## config.mk

```make
export PLATFORM = sky130hd
export DESIGN_NAME = pc_unit
export DESIGN_NICKNAME = d
export VERILOG_FILES = /design/src/rtl/pc_unit.sv
export SDC_FILE = /design/constraint.sdc
export NUM_CORES = 1
export LEC_CHECK = 0
export ABC_AREA = 1
export BUFFER_PORTS_ARGS = -buffer_cell sky130_fd_sc_hd__buf_2
export CAP_MARGIN = 20
export CORE_ASPECT_RATIO = 2
export CORE_MARGIN = 2
export CORE_UTILIZATION = 36
export DETAILED_ROUTE_END_ITERATION = 10
export PLACE_DENSITY = 0.53
export SYNTH_ARGS = -nofsm -noshare
export SYNTH_HDL_FRONTEND = slang
export SYNTH_SLANG_ARGS = --single-unit
```

## constraint.sdc

```tcl
create_clock -name clk -period 5.7 [get_ports clk]
set_clock_uncertainty 0.05 [all_clocks]
set_input_delay 0.57 -clock clk [delete_from_list [all_inputs] [get_ports clk]]
set_output_delay 0.57 -clock clk [all_outputs]
set_load 0.03 [all_outputs]
```

## src/rtl/pc_unit.sv

```systemverilog
// Fetch PC generator: trap > ALU redirect > RAS return > sequential; redirects land on pc after the edge.
// Backpressure: without fetch_ready the pc and RAS hold; trap and sel_pc redirect regardless.
module pc_unit #(
  parameter int               XLEN         = 32,
  parameter logic [XLEN-1:0]  RESET_VECTOR = '0,
  parameter int               INC          = 4,
  parameter int               RAS_DEPTH    = 4
) (
  input  logic                           clk,
  input  logic                           rst,
  input  logic                           fetch_ready,
  input  logic                           sel_pc,
  input  logic [XLEN-1:0]                in_alu,
  input  logic                           trap,
  input  logic [XLEN-1:0]                trap_vec,
  input  logic                           ras_push,
  input  logic                           ras_pop,
  output logic [XLEN-1:0]                pc,
  output logic [XLEN-1:0]                pc_nxt,
  output logic                           pc_valid,
  output logic [$clog2(RAS_DEPTH):0]     ras_count
);

  localparam int PW = $clog2(RAS_DEPTH);
  localparam int CW = PW + 1;
  localparam logic [XLEN-1:0] ALIGN_MASK = ~(XLEN'(INC) - XLEN'(1));
  localparam logic [CW-1:0]   RAS_FULL   = CW'(RAS_DEPTH);

  typedef enum logic {BOOT, RUN} state_t;

  state_t          state_q, state_d;
  logic [XLEN-1:0] pc_q, pc_d;
  logic [PW-1:0]   wptr_q, wptr_d;
  logic [CW-1:0]   cnt_q, cnt_d;
  logic [XLEN-1:0] ras_mem [RAS_DEPTH];
  logic            ras_we;
  logic [PW-1:0]   ras_waddr;
  logic [PW-1:0]   top_ptr;
  logic            advance;
  logic            pop_ok;

  assign pc        = pc_q;
  assign pc_nxt    = pc_q + XLEN'(INC);
  assign pc_valid  = (state_q == RUN);
  assign ras_count = cnt_q;
  assign advance   = pc_valid && fetch_ready;
  assign top_ptr   = wptr_q - PW'(1);
  assign pop_ok    = ras_pop && (cnt_q != '0);

  always_ff @(posedge clk or negedge rst) begin
    if (!rst) begin
      state_q <= BOOT;
      pc_q    <= RESET_VECTOR;
      wptr_q  <= '0;
      cnt_q   <= '0;
    end else begin
      state_q <= state_d;
      pc_q    <= pc_d;
      wptr_q  <= wptr_d;
      cnt_q   <= cnt_d;
    end
  end

  // Entries above ras_count are stale by design, so the storage needs no reset.
  always_ff @(posedge clk) begin
    if (ras_we) ras_mem[ras_waddr] <= pc_nxt;
  end

  always_comb begin
    state_d   = state_q;
    pc_d      = pc_q;
    wptr_d    = wptr_q;
    cnt_d     = cnt_q;
    ras_we    = 1'b0;
    ras_waddr = wptr_q;
    case (state_q)
      BOOT: state_d = RUN;
      RUN: begin
        if (trap) begin
          pc_d  = trap_vec & ALIGN_MASK;
          cnt_d = '0;
        end else if (sel_pc) begin
          pc_d = in_alu & ALIGN_MASK;
        end else if (advance) begin
          pc_d = pop_ok ? ras_mem[top_ptr] : pc_nxt;
          if (ras_push && pop_ok) begin
            // Call-return pair: consume the top, then reuse its slot.
            ras_we    = 1'b1;
            ras_waddr = top_ptr;
          end else if (ras_push) begin
            ras_we = 1'b1;
            wptr_d = wptr_q + PW'(1);
            if (cnt_q != RAS_FULL) cnt_d = cnt_q + CW'(1);
          end else if (pop_ok) begin
            wptr_d = top_ptr;
            cnt_d  = cnt_q - CW'(1);
          end
        end
      end
      default: state_d = BOOT;
    endcase
  end

endmodule

```

==> After elaboration in Yosys (flattened, before gate mapping) <==
Memories as Yosys holds them, arrays and structs flattened.
Cells that the tools add are included.
{ "totals": {"wordCells": 54, "reg_bits": 38, "output_inout_bits": 68, "ram_bits": 128, "n_memories": 1} }
{ "classes": {"n_mux": 26, "bitwise_logic": 3, "add_sub_neg": 5, "eq_ne": 4, "reduce_logical": 11} }
{ "mem_list": {"columns": ["name", "depth", "word_bits", "rd", "rd_ports_with_merged_regs", "wr", "line", "rtl"], "rows": [
  ["ras_mem", 4, 32, 1, 0, 1, "35", "logic [XLEN-1:0] ras_mem [RAS_DEPTH];"]
]} }
{ "ops": {"columns": ["operator", "count"], "rows": [
  ["32-bit 2-to-1 mux", 4],
  ["32-bit by 3-bit adder with 32-bit output, second input constant", 1],
  ["3-bit 2-to-1 mux", 7],
  ["2-bit 2-to-1 mux", 7],
  ["6-bit AND reduction", 2],
  ["3-bit nonzero test", 3],
  ["1-bit 2-to-1 mux", 8],
  ["2-bit nonzero test", 2],
  ["3-bit by 1-bit adder with 3-bit output, second input constant", 1],
  ["1-bit logical AND", 3],
  ["3-bit by 2-bit != test with 1-bit output, second input constant", 1],
  ["3-bit != test, second input constant", 1],
  ["1-bit inverter", 3],
  ["3-bit by 1-bit subtractor with 3-bit output, second input constant", 1],
  ["2-bit by 1-bit adder with 2-bit output, second input constant", 1],
  ["2-bit by 1-bit != test with 1-bit output, second input constant", 1],
  ["2-bit != test, second input constant", 1],
  ["2-bit AND reduction", 1],
  ["2-bit by 1-bit subtractor with 2-bit output, second input constant", 1]
]} }

==> Depth between registers and ports, before layout <==
Gate-level depths: netlist of run 1.
{ "logic_depth": {"word_depth": 10, "mapped_depth": 12} }

==> Worst setup path after synthesis of run 1 <==
Ideal clock, no wire load.
{ "synth_path": {"path_type": "reg2reg", "from": "reg state_q (netlist: pc_valid)", "to": "mem ras_mem[1][0] (enable)", "path_stages_with_launch": 8, "slack_ns": 1.438, "arrival_ns": 3.744, "required_time_ns": 5.182, "setup_time_ns": 0.468, "path_buffers": 0, "cell_sequence": "dfrtp_1 > nand2_1 > nor3_4 > nand2_2 > nor2_4 > nand2_1 > o21ai_1 > nor3b_1"} }
{ "synth_between": {"elab_chain_len": 7, "elab_cells_between_ends": 11} }
{ "synth_rtl": {"columns": ["element", "line", "rtl"], "rows": [
  ["from (decl)", "31", "state_t state_q, state_d;"],
  ["from (signal assigned)", "57", "state_q <= state_d;"],
  ["1-bit logical AND", "46", "assign advance = pc_valid && fetch_ready;"],
  ["1-bit 2-to-1 mux", "84", "end else if (advance) begin"],
  ["1-bit 2-to-1 mux", "82", "end else if (sel_pc) begin"],
  ["1-bit 2-to-1 mux", "79", "if (trap) begin"],
  ["1-bit 2-to-1 mux", "76", "case (state_q)"],
  ["1-bit 2-to-1 mux", "66", "if (ras_we) ras_mem[ras_waddr] <= pc_nxt;"],
  ["1-bit 2-to-1 mux (implied by the code)", "66", null],
  ["to (decl)", "35", null]
]} }
Parallel ways exist; a longest one is shown, timed or not.

==> Worst setup path in the final report of run 1 <==
{ "layout_path": {"from": "reg cnt_q[1] (netlist: ras_count[1])", "to": "mem ras_mem[2][7] (enable)"} }
{ "layout_between": {"elab_chain_len": 10, "elab_cells_between_ends": 15} }
{ "layout_rtl": {"columns": ["element", "line", "rtl"], "rows": [
  ["from (decl)", "34", "logic [CW-1:0] cnt_q, cnt_d;"],
  ["from (signal assigned)", "60", "cnt_q <= cnt_d;"],
  ["3-bit nonzero test (*)", "48", "assign pop_ok = ras_pop && (cnt_q != '0);"],
  ["1-bit logical AND (*)", "48", null],
  ["1-bit logical AND (*)", "86", "if (ras_push && pop_ok) begin"],
  ["1-bit 2-to-1 mux", "86", null],
  ["1-bit 2-to-1 mux", "84", null],
  ["1-bit 2-to-1 mux", "82", null],
  ["1-bit 2-to-1 mux", "79", null],
  ["1-bit 2-to-1 mux", "76", null],
  ["1-bit 2-to-1 mux", "66", null],
  ["1-bit 2-to-1 mux (implied by the code)", "66", null]
]} }
Mark *: on every way between the ends. The rest lies on a longest branch, timed or not.

==> results.md, run 1 <==
- Status: finished, final reports clean
- Mapped cell area: 8270 um^2
- Max Fclk: 303 MHz
- PortBufs: 134
- Total track usage: 21.8%
- Compound-cell area share of the yosys netlist: 9.69%
- Syn Inst Count: 941
- CTS Buffer Depth: 2
- Vias/cell: 5.03
- Min-Delay Path Class: in2async
- Iteration-0 DRC Markers: 420
- Die W: 111 um
- Antenna violations before repair: 0
- Core area: 22,600 um^2
- Die footprint: 24,300 um^2
- DP Wirelength: 17,800 um
- CP Capture Type: flop
- Syn_area_per_cell: 8.78 um^2
- Crit path kind: reg2reg
- Crit path max fanout: 37
- Leak: 4.14 nW
- Routed wire length: 25,800 um
- CTS tree: done
- Post-layout nets: 1,139
- Slew Limit Headroom: 33.0%
- Peak VDD IR: 0.319 mV
- MaxCap Viol Count: 0
- XOR/XNOR Fraction of Synth Area: 1.15%
- Clock Sinks: 166
- Area growth syn-to-layout: 19.5%
- Combinational family with the most area after synthesis: simple AND/OR/NAND/NOR gates
- Num rows: 78
- CP Launch Type: flop
- CTS buffer count: 17
- Arrival time worst endpoint: 3.37 ns
- Clock root buffer: clkbuf_16
- Synth unique cells: 35
- TNS Setup: 0 ns
- Overflow after GRT: 0
- Vias in the first global route: 6,871
- Final hold vios: 0
- Fin. max-slew vios: 0
- I/O pins: 139
- Synth Register Bits: 166
- Largest net degree at the start of global routing: 48
- Setup-failing EPs final: 0
- Effective utilization at floorplan: 36.5%
- Synth Area in Simple Gates: 25.4%
- Drt pass-1 iters: 6
- Routability congestion estimate: 0.823
- Post_cts resized: 0
- Worst hold slack: 0.252 ns
- Worst-Margin Slew: 1.01 ns
- Htree depth: 4
- Via Count: 6,832
- Crit path required time: 5.77 ns
- Final Cycle Share: 57.9%
- First-pass GRT wire length: 39,400 um
- Layout cells sized above 1: 18.8%
- Clk slew on worst S/H paths: 0.06 ns
- Die Y: 218 um
- Clk_lat worst skew: 0.44 ns
- ANT cells: 0
- Cts hold-fix bufs: 0
- Post-Synth Adder-Cell Area: 0.394%
- Post-synthesis sequential area ratio: 58.0%
- Unrepaired setup endpoints after global routing: no
- Post-route ant nets: 0
- Pwr Density: 418 nW/um^2
- Yosys warning count: 0
- Mux cell area share after synthesis: 0%
- Avg WL per Cell: 19.0 um
- Drt drc: 0
- Post-CTS Repair Setup Buffers: 0
- Post-Syn Nets: 1,014
- Final min period: 3.30 ns
power breakdown:
part / total (mW) / switching (mW) / internal (mW)
logic: 1.37 / 0.988 / 0.383
clock network: 1.22 / 0.478 / 0.741
registers: 1.54 / 0.120 / 1.42
total: 4.13 / 1.59 / 2.54
per-layer routing:
metal  global-route usage [%]  wire length, um
met4                     9.26              777
met5                        0                0
met1                     24.1             9850
met3                     3.66             1080
met2                     40.9            14100
stage by stage:
step / power (mW) / std cells / setup slack [ns] / area, um^2 / utilization [%]
after floorplan: 2.45 / 941 / 1.44 / 8270 / -
after global placement: 2.91 / 1325 / 2.12 / 9200 / 40.6
after detailed placement: 2.95 / 1327 / 2.20 / 9250 / 40.9
after CTS: 4.18 / 1359 / 2.35 / 9880 / 43.6
after global routing: 4.36 / 1359 / 2.18 / 9880 / 43.6
final: 4.13 / 1359 / 2.40 / 9880 / 43.6
synth_stat cells, drive strengths merged:
master  count  area (um^2)
a221oi      5         43.8
dfrtp      38          951
buf        33          178
nor3b       1         7.51
fa          1         20.0
nand3b      5         37.5
nor2      127          527
o211ai      4         30.0
o21ai      60          300
edfxtp    128         3840
xnor2       4         35.0
a21oi      66          330
a22oi       8         60.1
clkbuf      8         30.0
conb        1         3.75
inv        61          229
nand2     316         1200
xor2        6         60.1
nor3        2         21.3
nand4       5         31.3
ha          1         12.5
a22o        1         8.76
a21boi      1         7.51
nand3      56          280
o21a        1         7.51
o22ai       2         12.5
path summary, 6_finish.rpt:
| path | startpoint | to | slack [ns] | cells after the start |
|---|---|---|---|---|
| min reg2reg | ras_count[0] | ras_count[0] | 0.47 | 1 |
| min in group clk | in_alu[23] | pc[23] | 0.39 | 5 |
| max in group asynchronous | rst | pc[26] | 4.72 | 1 |
| min | rst | ras_count[1] | 0.25 | 1 |
| max reg2reg | ras_count[1] | ras_mem[2][7] | 2.40 | 8 |
| max | ras_count[1] | ras_mem[2][7] | 2.40 | 8 |
cells in the final DEF (no fill, tap or decap), types with 3 or more instances in the layout:
| cell | Yosys | routed |
|---|---|---|
| nand4_1 | 5 | 5 |
| clkinv_2 | 0 | 3 |
| a21oi_1 | 66 | 66 |
| nor2_4 | 4 | 7 |
| buf_4 | 7 | 11 |
| nand3_1 | 56 | 56 |
| nand2_2 | 5 | 5 |
| bufinv_16 | 0 | 3 |
| a221oi_1 | 5 | 5 |
| a22oi_1 | 8 | 8 |
| nor2_2 | 8 | 7 |
| o211ai_1 | 4 | 4 |
| o21ai_0 | 46 | 46 |
| buf_2 | 22 | 134 |
| nor2_1 | 115 | 113 |
| o21ai_1 | 14 | 14 |
| edfxtp_1 | 128 | 128 |
| nand3b_1 | 5 | 5 |
| xnor2_1 | 4 | 4 |
| inv_1 | 59 | 59 |
| clkbuf_16 | 0 | 18 |
| nand2_1 | 311 | 311 |
| xor2_1 | 5 | 5 |
| dfrtp_1 | 38 | 38 |
worst max-delay path, cell delays in order, from the launching register on:
cell     delay [ns]
dfrtp_1        0.41
nor2_1         0.22
nand2_1        0.09
nand2_2        0.63
nor2_4         0.10
xor2_2         0.29
nand3_1        0.24
nor2_4         0.54
buf_4          0.39
registers in the layout, summed over array words and instances, names as in the netlist:
register / cells
ras_count: 3
pc_valid: 1
ras_mem: 128
pc: 32
wptr_q: 2
layout make-up:
cell class                      instances  area [um^2]
Clock buffer                           22          485
Clock inverter                         10          140
Fill cell                            2278        12800
Inverter                               61          229
Multi-Input combinational cell        673         3080
Sequential cell                       166         4790
Tap cell                              280          350
Timing Repair Buffer                  147          801
cells by family (layout without fill, tap and decap cells):
| kind of cell | after synthesis | after routing |
|---|---|---|
| buffers and inverters | 102 | 240 |
| and+or+nand+nor | 512 | 512 |
| xor gates and xnor gates | 10 | 10 |
| AOI/OAI and AO/OA | 148 | 148 |
| adders and majority gates | 2 | 2 |
| other | 1 | 1 |
| DFF | 166 | 166 |
(Power assumes the default switching activity.)
==> run 2, diff against run 1 <==
- ABC_AREA: 1 -> 0
- PLACE_DENSITY: 0.53 -> 0.56
- clock period: 5.7 -> 2.7 ns (I/O delays scaled with it)
==> run 2 against run 1 <==
  * Cell count decreased by 22%
  * Total power rose by 100%
  * Flip-flop and latch count did not move
  * Die area down 4.5%
  * Design area grew 4.9%
  * Worst hold slack lost 0.15 ns
  * Critical path type is now reg2out
  * Largest cell class unchanged
  * Setup slack lost 2.4 ns
  * Via count is 12% lower
  * Register-to-register slack worse by 2.1 ns
  * Sequential power up 110%
  * Utilization is 4.6 points higher
==> results.md, run 2 <==
- Core area: 21,500 um^2 (was 22,600 um^2)
- Hold endpoint: pc[3]
- CP Launch Type: flop (unchanged)
- Min-Delay Path Class: in2reg (was in2async)
- Ys async rst share: 22.9% (unchanged)
- Top-count cell post-synth: edfxtp_1 (was nand2_1)
- Num rows: 76 (was 78)
- Crit path required time: 2.38 ns (was 5.77 ns)
- EDFF count, synth: 128 (unchanged)
- Post-synthesis sequential area ratio: 60.8% (was 58.0%)
- Largest net degree at the start of global routing: 36 (was 48)
- Post-route ant nets: 0 (unchanged)
- Final Cycle Share: 99.3%
- Post-Synth Adder-Cell Area: 0.413% (was 0.394%)
- Mux cell area share after synthesis: 9.93% (was 0%)
- R2R Path End: pc[26] (was ras_mem[2][7])
- Synth area leader: edfxtp_1 (unchanged)
- CTS tree: done (unchanged)
- Commonest cells after routing, fill and taps aside: edfxtp_1, buf_2, buf_4 (was nand2_1, buf_2, edfxtp_1)
- Layout cells sized above 1: 41.4% (was 18.8%)
- ANT cells: 0 (unchanged)
- R2R depth: 5 (was 8)
- Top post-synthesis cells by area: edfxtp_1, dfrtp_1, mux4_2 (was edfxtp_1, nand2_1, dfrtp_1)
- Unrepaired setup endpoints after global routing: yes (was no)
- CTS Buffer Depth: 2 (unchanged)
- Via Count: 6,013 (was 6,832)
- Die Y: 213 um (was 218 um)
- Drt drc: 0 (unchanged)
- I/O pins: 139 (unchanged)
- Leak: 3.90 nW (was 4.14 nW)
- Syn Inst Count: 580 (was 941)
- Post-layout power: 8.27 mW (was 4.13 mW)
- PortBufs: 134 (unchanged)
- Total track usage: 22.5% (was 21.8%)
- Routability congestion estimate: 0.903 (was 0.823)
- Most common library cells after synthesis: edfxtp_1, dfrtp_1, nand2_1 (was nand2_1, edfxtp_1, nor2_1)
- Final Util: 48.2% (was 43.6%)
- Synth Area in Simple Gates: 11.0% (was 25.4%)
- Fin. max-slew vios: 0 (unchanged)
- Top cell type's share of synthesized area: 48.8% (was 46.5%)
- Arrival time worst endpoint: 2.36 ns (was 3.37 ns)
- Overflow after GRT: 0 (unchanged)
- Yosys warning count: 0 (unchanged)
- Effective utilization at floorplan: 36.7% (was 36.5%)
- R2r setup slk: 0.25 ns (was 2.40 ns)
- Slew Limit Headroom: 34.7% (was 33.0%)
- Iteration-0 DRC Markers: 350 (was 420)
- Crit path max fanout: 5 (was 37)
- Peak VDD IR: 0.363 mV (was 0.319 mV)
- Pwr Density: 799 nW/um^2 (was 418 nW/um^2)
- CTS buffer count: 17 (unchanged)
- Commonest non-fill, non-tap cell in the layout: edfxtp_1 (was nand2_1)
- Drt pass-1 iters: 4 (was 6)
- Syn_area_per_cell: 13.6 um^2 (was 8.78 um^2)
- Vias/cell: 5.66 (was 5.03)
- Crit path kind: reg2out (was reg2reg)
- Routed wire length: 25,200 um (was 25,800 um)
- Hold Crit Depth: 3
- Avg WL per Cell: 23.7 um (was 19.0 um)
- Die W: 109 um (was 111 um)
- Die footprint: 23,200 um^2 (was 24,300 um^2)
- MaxCap Viol Count: 0 (unchanged)
- Htree depth: 4 (unchanged)
- Number of fillers in the final layout: 1,982 (was 2,278)
- Clock Sinks: 166 (unchanged)
- Vias in the first global route: 6,348 (was 6,871)
- Post-layout nets: 850 (was 1,139)
- XOR/XNOR Fraction of Synth Area: 3.55% (was 1.15%)
- Clk_lat worst skew: 0.44 ns (about the same)
- First-pass GRT wire length: 37,600 um (was 39,400 um)
- Worst r2r src: ras_count[2] (was ras_count[1])
- Post-Syn Nets: 653 (was 1,014)
- Largest register FFs: 128 (unchanged)
- Combinational family with the most area after synthesis: compound AO/OA/AOI/OAI gates (was simple AND/OR/NAND/NOR gates)
- Worst-Margin Slew: 0.977 ns (was 1.01 ns)
- Hold wc startpoint: trap_vec[3]
- Clock root buffer: clkbuf_16 (unchanged)
- Mapped cell area: 7880 um^2 (was 8270 um^2)
- CP Capture Type: output port (was flop)
- Final min period: 2.68 ns
- Area growth syn-to-layout: 31.4% (was 19.5%)
- Synth unique cells: 67 (was 35)
- Compound-cell area share of the yosys netlist: 11.6% (was 9.69%)
- DP Wirelength: 17,700 um (was 17,800 um)
- Setup-failing EPs final: 0 (unchanged)
- Max Fclk: 373 MHz
- Status: finished, final reports clean (unchanged)
- Final hold vios: 0 (unchanged)
- Reg with most FFs: ras_mem (unchanged)
- Synth Register Bits: 166 (unchanged)
- Antenna violations before repair: 0 (unchanged)
- Main synth FF type: edfxtp_1 (unchanged)
- Clk slew on worst S/H paths: 0.06 ns (about the same)
## run 2: cell count changes after synthesis, moves of 18 or more
cell / before / now
mux4_2: 0 / 32
nor2_1: 115 / 36
nand3_1: 56 / 24
clkbuf_1: 8 / 26
inv_1: 59 / 11
nand2_1: 311 / 38
xnor2_1: 4 / 24
o21ai_0: 46 / 23
a21oi_1: 66 / 23
## run 2: critical path, cell delays in order (launching register included)
cell	delay (ns)
dfrtp_1	0.42
ha_4	0.18
nand4_1	0.11
buf_6	0.16
nor3_4	0.25
nand4_1	0.25
xnor2_2	0.34
buf_6	0.20
## run 2: cells by family after synthesis
family	count (synthesis)
compound gates	129
xor+xnor	32
fa+ha+maj	2
buf+inv	50
flops	166
mux	38
other cells	1
simple gates	162
## run 2: layout make-up
type / instances / area, um^2 / share of cell area, %
clock buffer: 21 / 450 / 4.35
multi-input combinational: 364 / 3160 / 30.5
tap: 273 / 342 / 3.30
timing repair buffer: 217 / 1440 / 13.9
clock inverter: 11 / 131 / 1.27
inverter: 11 / 41.3 / 0.399
sequential: 166 / 4800 / 46.3
## run 2: power by group
part           total, mW  leakage [nW]  internal, mW  switching (mW)
logic               2.60          2.01          1.12            1.48
registers           3.24          1.61          2.98           0.266
clock network       2.43         0.279          1.46           0.968
## run 2: how the worst max path moves through the flow
stage,from,end,slack (ns),cells past startpoint
final,pc[2],pc_nxt[30],0.02,7
after global routing,pc[2],pc_nxt[30],-0.08,7
after CTS,pc[2],pc_nxt[21],0.007,7
after detailed placement,pc[2],pc_nxt[22],0.13,7
after global placement,pc[2],pc_nxt[18],0.17,7
after floorplan,pc_valid,ras_mem[2][0],-0.01,5
## run 2: timing repair
item / in CTS / in global routing
pin swaps: 6 / 12
hold buffers: 1 / 0
setup endpoints to repair: 14 / 20
hold endpoints to repair: 31 / 0
setup buffers: 5 / 14
gates resized for setup: 22 / 36
## run 2: through the flow
step	hold WS [ns]	TNS, ns	cell area [um^2]	cells	setup slack [ns]
3_3_place_gp	0.391	0	9330	1011	0.169
2_1_floorplan	-0.0756	-0.377	7960	580	-0.0118
5_1_grt	0.105	-0.344	10400	1063	-0.0786
6_report	0.0973	0	10400	1063	0.0198
4_1_cts	0.0770	0	10100	1049	0.00687
3_5_place_dp	0.392	0	9330	1011	0.134
## run 2: layer usage
layer  part of all wire (%)  track usage, %  wire length, um  vias up
met5                      0               0                0        -
met4                    3.8            10.8              966        0
met3                    5.8            4.88             1460       46
met2                     54            39.9            13600      240
met1                     36            25.2             9200     3057
li1                       -               -                -     2670
==> run 3, diff against run 2 <==
- REMOVE_ABC_BUFFERS: not set -> 1
==> run 3 against run 2 <==
  * Global-route usage is 0.20 points lower
  * Critical path depth rose by 1
  * Via count increased by 0.75%
  * Critical path type unchanged
  * Routed wire length rose by 0.40%
  * Die area unchanged
  * Sequential share of layout area rose by 0.30 points
  * Non-clock buffer count up 5
  * Setup slack improved by 0.020 ns
  * Sequential power barely moved
  * Maximum frequency is 0.74% higher
==> results.md, run 3 (synthesis results as in run 2) <==
- Status: finished, final reports clean (unchanged)
- CP Capture Type: output port (unchanged)
- Place WS: 0.159 ns (was 0.134 ns)
- Crit path kind: reg2out (unchanged)
- Worst-Margin Slew: 0.696 ns (was 0.977 ns)
- Min-Delay Path Class: in2reg (unchanged)
- MaxCap Viol Count: 0 (unchanged)
- Slew Limit Headroom: 53.6% (was 34.7%)
- Largest register FFs: 128 (unchanged)
- Clk_lat worst skew: 0.43 ns (was 0.44 ns)
- Largest net degree at the start of global routing: 31 (was 36)
- Area growth syn-to-layout: 30.6% (was 31.4%)
- First-pass GRT wire length: 37,000 um (was 37,600 um)
- Iteration-0 DRC Markers: 466 (was 350)
- CTS buffer count: 17 (unchanged)
- I/O pins: 139 (unchanged)
- Post-layout power: 8.37 mW (was 8.27 mW)
- Max Fclk: 376 MHz (was 373 MHz)
- Worst hold slack: 0.0658 ns (was 0.0973 ns)
- Drt pass-1 iters: 7 (was 4)
- CTS tree: done (unchanged)
- Routed wire length: 25,300 um (was 25,200 um)
- Fin. max-slew vios: 0 (unchanged)
- Commonest cells after routing, fill and taps aside: edfxtp_1, buf_2, buf_4 (unchanged)
- Post-route setup slack: 0.0396 ns (was 0.0198 ns)
- Via Count: 6,058 (was 6,013)
- Antenna violations before repair: 0 (unchanged)
- CTS Buffer Depth: 2 (unchanged)
- Avg WL per Cell: 23.7 um (about the same)
- Commonest non-fill, non-tap cell in the layout: edfxtp_1 (unchanged)
- Pwr Density: 812 nW/um^2 (was 799 nW/um^2)
- Crit path max fanout: 5 (unchanged)
- Final min period: 2.66 ns (was 2.68 ns)
- Final Cycle Share: 98.5% (was 99.3%)
- Layout cells sized above 1: 41.4% (about the same)
- Crit path required time: 2.38 ns (about the same)
- R2R depth: 10 (was 5)
- Die Y: 213 um (unchanged)
- Overflow after GRT: 0 (unchanged)
- Leak: 3.91 nW (was 3.90 nW)
- Vias/cell: 5.67 (was 5.66)
- Unrepaired setup endpoints after global routing: yes (unchanged)
- Setup-failing EPs final: 0 (unchanged)
- Reg with most FFs: ras_mem (unchanged)
- Clock Sinks: 166 (unchanged)
- Final hold vios: 0 (unchanged)
- ANT cells: 0 (unchanged)
- Arrival time worst endpoint: 2.34 ns (was 2.36 ns)
- Clk slew on worst S/H paths: 0.07 ns (was 0.06 ns)
- CP Launch Type: flop (unchanged)
- Post-route ant nets: 0 (unchanged)
- Number of fillers in the final layout: 1,963 (was 1,982)
- Drt drc: 0 (unchanged)
- Effective utilization at floorplan: 36.7% (unchanged)
- Htree depth: 4 (unchanged)
- Die W: 109 um (unchanged)
- TNS Setup: 0 ns (unchanged)
- Peak VDD IR: 0.407 mV (was 0.363 mV)
- Clock root buffer: clkbuf_16 (unchanged)
- DP Wirelength: 18,200 um (was 17,700 um)
- Num rows: 76 (unchanged)
- Total track usage: 22.3% (was 22.5%)
- Hold Crit Depth: 3 (unchanged)
- Post-layout nets: 855 (was 850)
- Die footprint: 23,200 um^2 (unchanged)
- Routability congestion estimate: 0.862 (was 0.903)
- Core area: 21,500 um^2 (unchanged)
- R2r setup slk: 0.28 ns (was 0.25 ns)
- PortBufs: 134 (unchanged)
- Vias in the first global route: 6,160 (was 6,348)
==> run 3: repair_timing <==
item                                    4_1_cts  5_1_grt
gates resized for setup                      26       14
hold buffers                                  1        0
buffers inserted                             11        7
pin swaps                                     9        9
endpoints found under the hold margin        15        0
endpoints found under the setup margin       20       12
==> run 3: power breakdown <==
group / internal [mW] / switching [mW]
Clock: 1.49 / 1.04
Sequential: 2.98 / 0.259
Combinational: 1.13 / 1.47
Total: 5.60 / 2.77
==> run 3: per-stage QoR <==
step                instance area (um^2)  cells  utilization [%]
finish                             10300   1068             47.9
global route                       10300   1068             47.9
CTS                                10200   1061             47.4
detailed placement                  9350   1017             43.5
global placement                    9350   1017             43.5
floorplan                           7710    541                -
==> run 3: routing by layer <==
layer | global-route usage [%] | part of all wire [%] | vias to the layer above
li1 | - | - | 2699
met2 | 41.5 | 56 | 237
met5 | 0 | 0 | -
met3 | 3.82 | 4.9 | 33
met4 | 7.78 | 2.3 | 0
met1 | 25.2 | 37 | 3089
==> run 3: final cells by class <==
| type | count | area [um^2] | area share (%) |
|---|---|---|---|
| tap | 273 | 342 | 3.32 |
| multi-input combinational | 364 | 3080 | 29.9 |
| clock buffer | 19 | 443 | 4.30 |
| clock inverter | 13 | 168 | 1.63 |
| inverter | 11 | 41.3 | 0.401 |
| timing repair buffer | 222 | 1420 | 13.8 |
| sequential | 166 | 4800 | 46.6 |
==> run 3: path summary, 6_finish.rpt <==
path	from	to
max	pc[3]	pc_nxt[28]
min	trap_vec[5]	pc[5]
max reg2reg	pc[2]	pc[17]
min reg2reg	pc[1]	ras_mem[1][1]
max in group asynchronous	rst	pc[26]
min in group asynchronous	rst	pc[15]
==> run 3: critical path: stages (launching register included) <==
cell	delay [ns]
dfrtp_1	0.37
ha_2	0.22
nand4_1	0.15
buf_4	0.20
nor3_4	0.15
buf_4	0.18
nand3_1	0.18
xnor2_2	0.23
clkbuf_4	0.23
